--- config.mk ---
export PLATFORM = sky130hd
export DESIGN_NAME = seq_divider
export DESIGN_NICKNAME = d
export VERILOG_FILES = /design/src/rtl/div_pkg.sv /design/src/rtl/div_step.sv /design/src/rtl/seq_divider.sv
export SDC_FILE = /design/constraint.sdc
export NUM_CORES = 1
export LEC_CHECK = 0
export ABC_CLOCK_PERIOD_IN_PS = 5600
export CORE_MARGIN = 10
export CORE_UTILIZATION = 60
export CTS_CLUSTER_DIAMETER = 120
export DETAILED_ROUTE_END_ITERATION = 16
export GPL_ROUTABILITY_DRIVEN = 0
export PLACE_DENSITY = 0.87
export SYNTH_ARGS = -nofsm -noshare
export SYNTH_HDL_FRONTEND = slang
export SYNTH_SLANG_ARGS = --single-unit
--- constraint.sdc ---
create_clock -name clk -period 5.6 [get_ports clk]
set_input_delay 0.84 -clock clk [delete_from_list [all_inputs] [get_ports clk]]
set_output_delay 0.84 -clock clk [all_outputs]
set_load 0.01 [all_outputs]
--- src/rtl/div_pkg.sv ---
// Shared divider types: FSM state encoding, default operand width, magnitude helper.
// The optional ovf output is enabled with the SEQ_DIVIDER_OVF_EN macro.
package div_pkg;

  localparam int DIV_WIDTH = 8;

  typedef enum logic [1:0] {
    IDLE = 2'd0,
    CALC = 2'd1,
    FIN  = 2'd2
  } div_state_e;

  // Magnitude of a zero-extended two's-complement value; callers truncate to their width.
  function automatic logic [32:0] twos_mag(input logic [32:0] v, input logic neg);
    return neg ? (33'd0 - v) : v;
  endfunction

endpackage

--- src/rtl/div_step.sv ---
// One restoring-division step: shift {P,A} left, trial-subtract |divisor|, set the quotient bit.
// Purely combinational; the top-level FSM registers its outputs.
module div_step
  import div_pkg::*;
#(
  parameter int WIDTH = DIV_WIDTH
) (
  input  logic [WIDTH-1:0] p,
  input  logic [WIDTH-1:0] a,
  input  logic [WIDTH:0]   d,
  output logic [WIDTH-1:0] p_nxt,
  output logic [WIDTH-1:0] a_nxt
);

  logic [WIDTH:0] p_sh;
  logic [WIDTH:0] t;

  assign p_sh = {p, a[WIDTH-1]};
  // P < d before the shift, so the WIDTH+1-bit difference never wraps past its sign bit.
  assign t     = p_sh - d;
  assign p_nxt = t[WIDTH] ? p_sh[WIDTH-1:0] : t[WIDTH-1:0];
  assign a_nxt = {a[WIDTH-2:0], ~t[WIDTH]};

endmodule

--- src/rtl/seq_divider.sv ---
// Sequential signed/unsigned divider, one restoring step per clock; done WIDTH+1 clocks after start (1 on /0).
// start is accepted only in IDLE with done low; define SEQ_DIVIDER_OVF_EN to enable the MIN/-1 ovf flag.
module seq_divider
  import div_pkg::*;
#(
  parameter int WIDTH = DIV_WIDTH,
  parameter int CNT_W = $clog2(WIDTH + 1)
) (
  input  logic             clk,
  input  logic             rst_n,
  input  logic             start,
  input  logic             signed_op,
  input  logic [WIDTH-1:0] dividend,
  input  logic [WIDTH-1:0] divisor,
  output logic             busy,
  output logic             done,
  output logic [WIDTH-1:0] quo,
  output logic [WIDTH-1:0] rem,
  output logic             div_zero,
  output logic             ovf
);

  div_state_e       state;
  logic [CNT_W-1:0] cnt;
  logic [WIDTH-1:0] p;
  logic [WIDTH-1:0] a;
  logic [WIDTH-1:0] dvd;
  logic [WIDTH:0]   dvs;
  logic             neg_q;
  logic             neg_r;
  logic             dz;

  logic             accept;
  logic             dvd_neg;
  logic             dvs_neg;
  logic [WIDTH-1:0] dvd_mag;
  logic [WIDTH:0]   dvs_mag;
  logic [WIDTH-1:0] p_nxt;
  logic [WIDTH-1:0] a_nxt;

  // The done cycle still counts as part of the operation, so start is not taken there.
  assign accept  = (state == IDLE) && start && !done;
  assign dvd_neg = signed_op & dividend[WIDTH-1];
  assign dvs_neg = signed_op & divisor[WIDTH-1];
  assign dvd_mag = WIDTH'(twos_mag(33'({dvd_neg, dividend}), dvd_neg));
  assign dvs_mag = (WIDTH + 1)'(twos_mag(33'({dvs_neg, divisor}), dvs_neg));

  div_step #(.WIDTH(WIDTH)) u_step (
    .p     (p),
    .a     (a),
    .d     (dvs),
    .p_nxt (p_nxt),
    .a_nxt (a_nxt)
  );

  always_ff @(posedge clk or negedge rst_n) begin
    if (!rst_n) begin
      state    <= IDLE;
      cnt      <= '0;
      p        <= '0;
      a        <= '0;
      dvd      <= '0;
      dvs      <= '0;
      neg_q    <= 1'b0;
      neg_r    <= 1'b0;
      dz       <= 1'b0;
      busy     <= 1'b0;
      done     <= 1'b0;
      quo      <= '0;
      rem      <= '0;
      div_zero <= 1'b0;
    end else begin
      done <= 1'b0;
      case (state)
        IDLE: begin
          if (accept) begin
            dvd      <= dividend;
            dvs      <= dvs_mag;
            a        <= dvd_mag;
            p        <= '0;
            neg_q    <= dvd_neg ^ dvs_neg;
            neg_r    <= dvd_neg;
            cnt      <= CNT_W'(WIDTH);
            busy     <= 1'b1;
            div_zero <= 1'b0;
            dz       <= (divisor == '0);
            state    <= (divisor == '0) ? FIN : CALC;
          end
        end
        CALC: begin
          p   <= p_nxt;
          a   <= a_nxt;
          cnt <= cnt - CNT_W'(1);
          if (cnt == CNT_W'(1)) state <= FIN;
        end
        FIN: begin
          busy     <= 1'b0;
          done     <= 1'b1;
          div_zero <= dz;
          state    <= IDLE;
          if (dz) begin
            quo <= '1;
            rem <= dvd;
          end else begin
            quo <= neg_q ? -a : a;
            rem <= neg_r ? -p : p;
          end
        end
        default: state <= IDLE;
      endcase
    end
  end

`ifdef SEQ_DIVIDER_OVF_EN
  logic ovf_q;

  // MIN / -1: dividend negative and equal to MIN, divisor negative with magnitude 1.
  always_ff @(posedge clk or negedge rst_n) begin
    if (!rst_n) begin
      ovf_q <= 1'b0;
    end else if (accept) begin
      ovf_q <= 1'b0;
    end else if (state == FIN) begin
      ovf_q <= !dz && neg_r && (neg_q ^ neg_r) &&
               (dvd == {1'b1, {(WIDTH-1){1'b0}}}) && (dvs == (WIDTH + 1)'(1));
    end
  end

  assign ovf = ovf_q;
`else
  assign ovf = 1'b0;
`endif

endmodule

# ---- After elaboration in Yosys (flattened, before gate mapping)
# Index checks and enable logic that the tools add are counted.
dict set report op_classes {
  add_sub_neg 6
  eq_ne 5
  mux 22
  bitwise 4
  reduce_logical 11
}
# operator n
set ops {}
lappend ops {{$mux W8} 8}
lappend ops {{$pmux W8 S2} 2}
lappend ops {{$neg A8 Y8} 2}
lappend ops {{$mux W9} 1}
lappend ops {{$sub A1 B9 Y9 const A} 1}
lappend ops {{$sub A9 B9 Y9} 1}
lappend ops {{$logic_not A8 Y1} 1}
lappend ops {{$pmux W4 S2} 1}
lappend ops {{$reduce_and A2 Y1} 4}
lappend ops {{$sub A1 B8 Y8 const A} 1}
lappend ops {{$mux W2} 3}
lappend ops {{$eq A4 B1 Y1 const B} 1}
lappend ops {{$mux W4} 1}
lappend ops {{$ne A2 B2 Y1 const B} 2}
lappend ops {{$pmux W1 S2} 2}
lappend ops {{$pmux W2 S2} 1}
lappend ops {{$reduce_bool A2 Y1} 2}
lappend ops {{$sub A4 B1 Y4 const B} 1}
lappend ops {{$mux W1} 3}
lappend ops {{$and A1 B1 Y1} 2}
lappend ops {{$eq A2 B1 Y1 const B} 1}
lappend ops {{$eq A2 B2 Y1 const B} 1}
lappend ops {{$logic_and A1 B1 Y1} 2}
lappend ops {{$logic_not A2 Y1} 1}
lappend ops {{3 further kinds} 3}
dict set report word_totals {
  register_bits 61
  inputBits 20
  out_inout_bits 20
  word_cells 62
}

# ---- Depth between registers and ports, before layout
dict set report logic_depth {
  ltp_word 5
  mapped_depth 10
  ltp_nobuf 10
}

# ---- Modules after synthesis
# A second synthesis with hierarchy kept.
dict set report hier_totals {
  cells_unflattened 401
  area_unflattened_um2 3627.2
}
# mod instances cells_per_inst area_each_um2 seq_area_each_um2
set modules_own_cells {}
lappend modules_own_cells {seq_divider 1 332 3076.7 1526.5}
lappend modules_own_cells {div_step 1 69 550.5 0.0}

# ---- Worst setup path after synthesis
# No wires, ideal clock.
dict set report synth_timing {
  kind {reg2reg}
  start {reg a[7]}
  end {reg p[0]}
  setup_time_ps 118
  t_arrival_ps 2407
  path_slack_ps 3075
  stages_incl_launch_ff 10
  synth_period_minus_slack_ps 2525
  path_cell_list {dfrtp_1 -> inv_1 -> ha_1 -> inv_1 -> fa_1 -> a211oi_1 -> nor3_4 -> a311oi_4 -> mux2i_1 -> a21o_1}
}
dict set report synth_between {
  elab_chain_cells 3
}
# element line_no
set synth_rtl {}
lappend synth_rtl {{start: declaration} seq_divider.sv:26} ;# logic [WIDTH-1:0] a;
lappend synth_rtl {{start signal: assignment} seq_divider.sv:79} ;# a <= dvd_mag;
lappend synth_rtl {{start signal: assignment} seq_divider.sv:92} ;# a <= a_nxt;
lappend synth_rtl {{$sub A9 B9 Y9} div_step.sv:20} ;# assign t = p_sh - d;
lappend synth_rtl {{$mux W8 (*)} div_step.sv:21} ;# assign p_nxt = t[WIDTH] ? p_sh[WIDTH-1:0] : t[WIDTH-1:0];
lappend synth_rtl {{$pmux W8 S2 (*)} seq_divider.sv:74} ;# case (state)
lappend synth_rtl {{end signal: assignment} seq_divider.sv:91} ;# p <= p_nxt;
lappend synth_rtl {{end: declaration} seq_divider.sv:25} ;# logic [WIDTH-1:0] p;
# Every way passes the cells marked *; elsewhere a longest branch is shown, timed or not.
# A chain may end at the register's enable or synchronous reset.

# ---- Worst setup path after layout
dict set report layout_timing {
  start {reg a[7]}
  end {reg p[5]}
}
dict set report layout_between {
  elab_chain_cells 3
}
# element line_no
set layout_rtl {}
lappend layout_rtl {{$sub A9 B9 Y9} div_step.sv:20}
lappend layout_rtl {{$mux W8} div_step.sv:21}
lappend layout_rtl {{$pmux W8 S2} seq_divider.sv:74}
# Every way passes these cells.

==> metrics.md <==
| Metric | Value |
|---|---|
| Status | complete, no violations |
| Reg2reg setup slack | 2770 ps |
| Final Util | 0.737 |
| Area grow syn2layout | 18.9% |
| Final nets | 448 |
| Reg2reg end | p[5] |
| Worst endpoint required time | 5810 ps |
| Post-synthesis mux area share | 0.0323 |
| Mapped cell area | between 3000 and 4000 µm² |
| Clk_skew | 8.17 ps |
| Die area | 9100 µm² |
| Share of power burned in registers | 0.328 |
| Clock network fraction of total power | 0.175 |
| Startpoint types | register |
| Root Driver | clkbuf_8 |
| Vias in the first global route | 2,797 |
| Filler instances | 412 |
| Overall Global Routing Usage | 0.180 |
| Hpwl dp | between 5 and 6 mm |
| Final Cell Area | 4060 µm² |
| Die width | 95.4 µm |
| Ant. Diodes | 0 |
| Final setup fails | 0 |
| Combinational Power Share | 0.497 |
| Hold Violations, Final | 0 |
| Critical R2R Launch | a[7] |
| Synth Area in Compound Gates | 0.173 |
| Largest net degree at the start of global routing | 62 |
| Setup_tns | 0 ps |
| Crit path DAT | 3040 ps |
| Hold Crit Class | reg -> reg |
| Resized Gates After CTS | 0 |
| Synthesized area per cell | 8.98 µm² |
| R2R cell count | 9 |
| Post-synth net total | 415 |
| Port Buffer Count | 38 |
| Main synth FF type | dfrtp_1 |
| Post-DP Area | ~3800 µm² |
| CP Class | reg -> reg |
| Post-CTS Hold Buffers | 0 |
| Maxcap violations | 0 |
| RSZ-0062 raised after global routing | false |
| CP endpoint kind | register |
| First-pass DRT Iterations | 4 |
| Wire length of the first global-routing pass | ~13 mm |
| CP endpoint | p[5] |
| Post-synth EDFFs | 0 |
| Core area | 5510 µm² |
| Asr flop ratio synth | 1.00 |
| Slew @ Worst Pin | between 800 and 900 ps |
| I/O pins | 40 |
| Leading area contributor after synthesis | dfrtp_1 |
| Seq cells post-synth | 61 |
| Fmax | 0.353 GHz |
| Internal | 1510 µW |
| TritonCTS Buffers | 9 |
| Cell count after synthesis | 380 |
| Die height | approximately 95 µm |
| Min cycle time layout | 2830 ps |
| Max-slew violations | 0 |
| H-tree level count | 3 |
| Simple-gate portion of the synthesized area | 0.165 |
| Clock Tree Buf Depth | 2 |
| Max-Slew Margin vs Limit | 0.431 |
| Initial antenna violation count | 0 |
| Top cells by area, synth | dfrtp_1, nand2_1, o21ai_0, ha_1, xnor2_1 |
| Clk pin slew, worst setup/hold paths | 70 ps |
| Total gr overflow | 0 |
| Sequential element share of the synthesized area | 0.447 |
| Leak | 0.00184 µW |
| Clock latency on the worst-skew pair | 340 ps |
| Post-Route WL | slightly below 8 mm |
| CTS tree | built |
| Area share of the largest cell type after synthesis | 0.447 |
| Synth warn | 0 |
| Post-CTS Setup Bufs | 0 |
| Most common cell in the netlist | dfrtp_1 |
| Setup crit start | a[7] |
| Routed WL per cell | 16.1 µm |
| P_sw | 1050 µW |
| Synth cell count leaders | dfrtp_1, nand2_1, o21ai_0, nor2_1, inv_1 |
| ANT nets after route | 0 |
| Pwr/cell area | roughly 630 nW/µm² |
| Period utilization | 0.506 |
| Vias per cell | between 5 and 6 |
| Share of layout cells above drive strength 1 | 0.0574 |
| Post-Synth XOR/XNOR Area | 0.0766 |
| Largest family of logic cells by synthesized area | compound AO/OA/AOI/OAI gates |
| Unique cell type count in the Yosys netlist | 41 |
| Starting Density | 0.620 |
| Adder-cell area share of the yosys netlist | 0.0572 |
| Vias after detailed routing | 2,795 |
| Switching share of total power | 0.411 |
| 1st-iter DRT viols | 218 |
| Detailed-route DRC error count | 0 |
| Max IR drop VDD | 0.285 mV |
| Critical path fanouts, max | 9 |
| Clock Sinks | 61 |
| Row count | 27 |
==> logic make-up (layout without fill, tap and decap cells) <==
logic type	Yosys count	in the layout
buffers and inverters	42	80
adder cells (fa/ha/maj)	15	15
AO/OA/AOI/OAI	96	96
AND/OR/NAND/NOR	125	125
flip-flops	61	61
XOR/XNOR	29	29
multiplexers	11	11
other	1	1
==> placed cells by master (no fill, tap or decap), types with 11 or more instances in the layout <==
cell and instances:
dfrtp_1 61, a31oi_1 13, xnor2_1 15, clkbuf_8 11, inv_1 23, xor2_1 13
o21ai_0 36, nand2_1 56, mux2i_1 11, nand3_1 13, ha_1 14, nor2_1 28
clkdlybuf4s50_1 37, a21oi_1 12
==> flip-flops by register name, indices dropped and copies added, names as in the netlist <==
name      count
rem           8
state         2
neg_q         1
p             8
dz            1
quo           8
done          1
neg_r         1
cnt           4
busy          1
dvs           9
div_zero      1
a             8
dvd           8
==> final cells by class <==
| type | count | area, µm² | area share |
|---|---|---|---|
| multi-input cells | 277 | 1730 | 0.427 |
| flip-flops and latches | 61 | 1530 | 0.376 |
| repair buffers | 41 | 398 | 0.0981 |
| clock buffers | 12 | 155 | 0.0382 |
| well taps | 72 | 90.1 | 0.0222 |
| inverters | 23 | 86.3 | 0.0213 |
| clock inverters | 4 | 70.1 | 0.0173 |
==> worst max-delay path, stage by stage (launching register included) <==
cell,delay (ps)
dfrtp_1,380
inv_1,130
ha_1,180
inv_1,50
fa_1,410
a211oi_1,480
nor3_4,100
a311oi_4,600
mux2i_1,280
o21ai_1,70
==> power by group through the flow <==
stage                     Clock [µW]  Sequential (µW)  Combinational [µW]
after floorplan                    0              812                 924
after global placement             0              830                1220
after detailed placement           0              844                1280
after CTS                        451              839                1290
after global routing             470              868                1440
final                            449              842                1280
==> worst min path at each step <==
stage,start,endpoint,slack [ps],depth (start not counted)
detailed placement,dvd[6],dvd[6],470,2
floorplan,dvd[7],dvd[7],440,2
global placement,dvd[7],dvd[7],450,2
CTS,dvd[7],dvd[7],480,2
finish,dvs[5],dvs[5],480,2
global route,dvd[2],dvd[2],510,2
==> routing by layer <==
layer  vias to the layer above  share of wire  GRT usage
li1                       1369              -          -
met1                      1332           0.42      0.220
met5                         -              0          0
met2                        79           0.50      0.294
met3                        15          0.057     0.0346
met4                         0          0.022     0.0983
==> per-stage QoR <==
stage               total power [µW]  instances  setup WS, ps  hold WS, ps
floorplan                       1740        380          3080          440
global placement                2050        474          2780          453
detailed placement              2120        474          2760          467
CTS                             2580        490          2770          483
global route                    2780        490          2500          509
finish                          2570        490          2770          480
(Power assumes the default switching activity.)
==> RTL edit 1 (config.mk and constraints unchanged) <==
Set the package constant `DIV_WIDTH` to 16 (it was 8).
--- a/src/rtl/div_pkg.sv
+++ b/src/rtl/div_pkg.sv
@@ -2,7 +2,7 @@
 // The optional ovf output is enabled with the SEQ_DIVIDER_OVF_EN macro.
 package div_pkg;
 
-  localparam int DIV_WIDTH = 8;
+  localparam int DIV_WIDTH = 16;
 
   typedef enum logic [1:0] {
     IDLE = 2'd0,
Interface: changed (resized dividend, divisor, quo and rem); port bits go from 40 to 72. No check against the original RTL was run, so the function may have changed too.
==> RTL edit 1 against the unedited design <==
Power up 73%; design area is 83% higher; sequential cell count grew 49; wire length rose by 110%; via count is 100% higher; maximum frequency shrank 5.9%; synthesized area is 90% higher; clock power grew 3%; worst setup slack worse by 180 ps; largest power group unchanged.
==> RTL edit 1: results (changes against the unedited design) <==
metric,value,unit,change
muxShareOfSynthArea,0.0249,,was 0.0323
max_slew_margin,0.227,,was 0.431
antenna_found_initial,0,,unchanged
r2r_slack,2590,ps,was 2770 ps
seqPwrFrac,0.336,,was 0.328
min_from,rem[8],,was dvs[5]
status,completed,,unchanged
drt-pass1-iter-count,5,,was 4
wl_met2,8050,um,was 3920 um
cp_max_fo,20,,was 9
min_to,rem[8],,was dvs[5]
grt_util_met2,0.359,,was 0.294
critPathCapture,p[1],,was p[5]
synthAdderAreaFrac,0.0456,,was 0.0572
wl_met3,1280,um,was 448 um
ir_worst_vdd,409,uV,was 285 uV
synth_compound_area_frac,0.180,,was 0.173
synthTopCellsByArea,"dfrtp_1 (43%), nand2_1 (7.4%), o21ai_0 (5.8%)",,"was dfrtp_1 (45%), nand2_1 (6.2%), o21ai_0 (5.3%)"
period_minus_slack,3010,ps,was 2830 ps
vias_per_cell,6.04,,was 5.70
pwr-share-comb,0.560,,was 0.497
grt_max_degree,87,,was 62
synthXorXnorAreaFrac,0.0893,,was 0.0766
dp_hpwl,12400,um,was 5700 um
fin_worst_skew,18.1,ps,was 8.17 ps
ys_top_cells_by_count,"nand2_1 (128), dfrtp_1 (110), o21ai_0 (75)",,"was dfrtp_1 (61), nand2_1 (56), o21ai_0 (36)"
grt_util_met3,0.0421,,was 0.0346
met1_usage,0.286,,was 0.220
fin_nets,860,,was 448
hold_slack,474,ps,was 480 ps
grt_pass1_wl,27100,um,"was 13,000 um"
swShare,0.456,,was 0.411
fill_cells,794,,was 412
largest_reg_flops,17,,was 9
drive_gt1_frac,0.0347,,was 0.0574
syn-num-nets,813,,was 415
port_buffers,70,,was 38
synth_seq_area_share,0.425,,was 0.447
syn_area_per_cell,8.59,sq um,was 8.98 sq um
pre_cts_ws,2540,ps,was 2760 ps
intPower,2420,uW,was 1510 uW
wirelength,16500,um,was 7870 um
grt_pass1_vias,5534,,"was 2,797"
wl_met1,6860,um,was 3330 um
first_iter_violations,646,,was 218
synth_cell_type_count,53,,was 41
reg2reg_from,p[12],,was a[7]
worstSkewPairLatency,380,ps,was 340 ps
slowest_stage,dfrtp_1,,was a311oi_4
wl_per_cell,17.5,um,was 16.1 um
placed_area,0.00723,sq mm,was 0.00383 sq mm
cp-start-kind,register,,unchanged
placed_cells,926,,was 474
gr-usage-all-layers,0.219,,was 0.180
cts.clk_slew.worst_paths,110,ps,was 70 ps
p_leak,0.00326,uW,was 0.00184 uW
RTL edit 1: changes by cell type after synthesis, moves of 7 or more:
| cell | before | now |
|---|---|---|
| a22oi_1 | 7 | 14 |
| clkbuf_1 | 18 | 33 |
| xnor2_1 | 15 | 25 |
| nor2_1 | 28 | 50 |
| o21ai_0 | 36 | 75 |
| a31oi_1 | 13 | 1 |
| nand2_1 | 56 | 128 |
| a21oi_1 | 12 | 47 |
| ha_1 | 14 | 22 |
| nand3_1 | 13 | 28 |
| xor2_1 | 13 | 41 |
| dfrtp_1 | 61 | 110 |
RTL edit 1: area by class of cell:
class                      instances  area, sq um  share of cell area
timing repair buffer              76          743               0.100
sequential                       110         2750               0.371
tap                              136          170              0.0229
clock buffer                      10          128              0.0172
inverter                          28          105              0.0142
clock inverter                     6         60.1             0.00810
multi-input combinational        576         3460               0.466
==> RTL edit 2 (config.mk and constraints unchanged) <==
Without the edit above. Put one more register stage on the output `rem`, without a reset. The value now appears one clock later. The other outputs are not delayed to match.
--- a/src/rtl/seq_divider.sv
+++ b/src/rtl/seq_divider.sv
@@ -19,6 +19,8 @@
   output logic             div_zero,
   output logic             ovf
 );
+
+  logic [WIDTH-1:0] rem_s0;
 
   div_state_e       state;
   logic [CNT_W-1:0] cnt;
@@ -67,7 +69,7 @@
       busy     <= 1'b0;
       done     <= 1'b0;
       quo      <= '0;
-      rem      <= '0;
+      rem_s0   <= '0;
       div_zero <= 1'b0;
     end else begin
       done <= 1'b0;
@@ -100,10 +102,10 @@
           state    <= IDLE;
           if (dz) begin
             quo <= '1;
-            rem <= dvd;
+            rem_s0 <= dvd;
           end else begin
             quo <= neg_q ? -a : a;
-            rem <= neg_r ? -p : p;
+            rem_s0 <= neg_r ? -p : p;
           end
         end
         default: state <= IDLE;
@@ -131,5 +133,9 @@
   assign ovf = 1'b0;
 `endif
 
+  always_ff @(posedge clk) begin
+    rem <= rem_s0;
+  end
+
 endmodule
 
Behaviour: not the same (Yosys sat finds a counterexample within 4 cycles, from zero or initial values and one cycle with rst_n low).
==> RTL edit 2 against the unedited design <==
Synthesized area is 4.7% higher; count of clock-buffer cells in the layout is 3 lower; power is 6.2% higher; sequential cell count rose by 8; worst setup slack improved by 45 ps; non-clock buffer count shrank 1; design area rose by 4.7%; wire length up 7.4%; global-route usage up 0.078 points; sequential share of layout area is 2.1 points higher; highest routed layer unchanged.
==> RTL edit 2: results (changes against the unedited design) <==
metric,value,unit,change
p_leak,0.00193,uW,was 0.00184 uW
grt_pass1_wl,14000,um,"was 13,000 um"
syn_area_per_cell,9.12,sq um,was 8.98 sq um
synth_cell_type_count,40,,was 41
gr-usage-all-layers,0.181,,was 0.180
ys_top_cells_by_count,"nand2_1 (63), dfrtp_1 (61), o21ai_0 (42)",,"was dfrtp_1 (61), nand2_1 (56), o21ai_0 (36)"
synthXorXnorAreaFrac,0.0707,,was 0.0766
intPower,1640,uW,was 1510 uW
first_iter_violations,240,,was 218
cp_max_fo,13,,was 9
drive_gt1_frac,0.0558,,was 0.0574
vias,2961,,"was 2,795"
num_antenna_cells,0,,unchanged
worstSkewPairLatency,370,ps,was 340 ps
cts_buffers,9,,unchanged
max_slew.worst_pin.slew,1270,ps,was 854 ps
crit_arrival,3040,ps,about the same
drt-pass1-iter-count,5,,was 4
ir_worst_vdd,362,uV,was 285 uV
dp_hpwl,5730,um,was 5700 um
wl_per_cell,16.7,um,was 16.1 um
synth_compound_area_frac,0.171,,was 0.173
antenna_found_initial,0,,unchanged
post-cts-setup-buffers,0,,unchanged
fin_worst_skew,11.9,ps,was 8.17 ps
synthTopCellsByArea,"dfrtp_1 (43%), nand2_1 (6.6%), o21ai_0 (5.9%)",,"was dfrtp_1 (45%), nand2_1 (6.2%), o21ai_0 (5.3%)"
synthArstFlopShare,0.884,,was 1.00
syn-num-nets,427,,was 415
status,completed,,unchanged
muxShareOfSynthArea,0.0280,,was 0.0323
fin_cells,505,,was 490
synth_seq_area_share,0.472,,was 0.447
fin_nets,460,,was 448
synthAdderAreaFrac,0.0546,,was 0.0572
placed_cells,489,,was 474
-- RTL edit 2: cell count changes after synthesis, moves of 3 or more --
cell      change
a31oi_1       -4
clkbuf_1      -3
dfxtp_1       +8
inv_1         +3
nand2_1       +7
nand3_1       -6
o21a_1        +4
o21ai_0       +6
o21ai_1       -8
xnor2_1       +4
xor2_1        -5
-- RTL edit 2: worst paths after layout --
path | to | start | slack, ps | cells after the start
worst max-delay path | p[0] | a[7] | 2810 | 10
worst min-delay path | rem[3] | rem_s0[3] | 370 | 0
worst max register to register | p[0] | a[7] | 2810 | 10
worst min register to register | rem[3] | rem_s0[3] | 370 | 0
max in group asynchronous | dvd[1] | rst_n | 4470 | 2
min in group asynchronous | dvs[6] | rst_n | 630 | 2
-- RTL edit 2: critical path, stage by stage, from the launching register on --
cell and delay (ps):
dfrtp_1 410, inv_1 140, ha_1 190, inv_1 60, fa_1 430, a211oi_2 260
nor3_1 100, a211oi_2 320, xnor2_2 340, mux2i_1 200, a22o_1 230
-- RTL edit 2: routing by layer --
layer | part of all wire | global-route usage | routed length (um) | vias to the layer above
met3 | 0.080 | 0.0441 | 676 | 15
met4 | 0.025 | 0.0885 | 215 | 0
met5 | 0 | 0 | 0 | -
met2 | 0.49 | 0.311 | 4160 | 129
met1 | 0.40 | 0.203 | 3410 | 1410
li1 | - | - | - | 1407
-- RTL edit 2: through the flow --
stage	total power [uW]	hold slack, ps	worst slack (ps)	util	area [sq um]
floorplan	1790	347	3230	-	3570
global placement	2070	352	2910	0.679	3980
detailed placement	2140	355	2910	0.679	3980
CTS	2720	373	2880	0.726	4250
global route	2920	387	2710	0.726	4250
finish	2730	368	2810	0.726	4250
-- RTL edit 2: power groups by stage --
stage / clock (uW) / sequential [uW] / combinational [uW]
final: 552 / 900 / 1270
after global placement: 0 / 886 / 1180
after CTS: 556 / 898 / 1270
after detailed placement: 0 / 903 / 1240
after global routing: 576 / 930 / 1420
after floorplan: 0 / 871 / 923
-- RTL edit 2: cells by family (layout without fill, tap and decap cells) --
| family | after synthesis | after routing |
|---|---|---|
| flip-flops | 69 | 69 |
| buffers and inverters | 44 | 82 |
| XOR/XNOR | 28 | 28 |
| AO/OA/AOI/OAI | 99 | 99 |
| AND/OR/NAND/NOR | 126 | 126 |
| adder cells (fa/ha/maj) | 15 | 15 |
| multiplexers | 10 | 10 |
| other | 1 | 1 |
-- RTL edit 2: area by class of cell --
class | count | area, sq um
tap | 75 | 93.8
fill | 411 | 1610
clock buffer | 9 | 124
sequential | 69 | 1690
clock inverter | 7 | 146
timing repair buffer | 40 | 390
inverter | 26 | 97.6
multi-input combinational | 279 | 1710
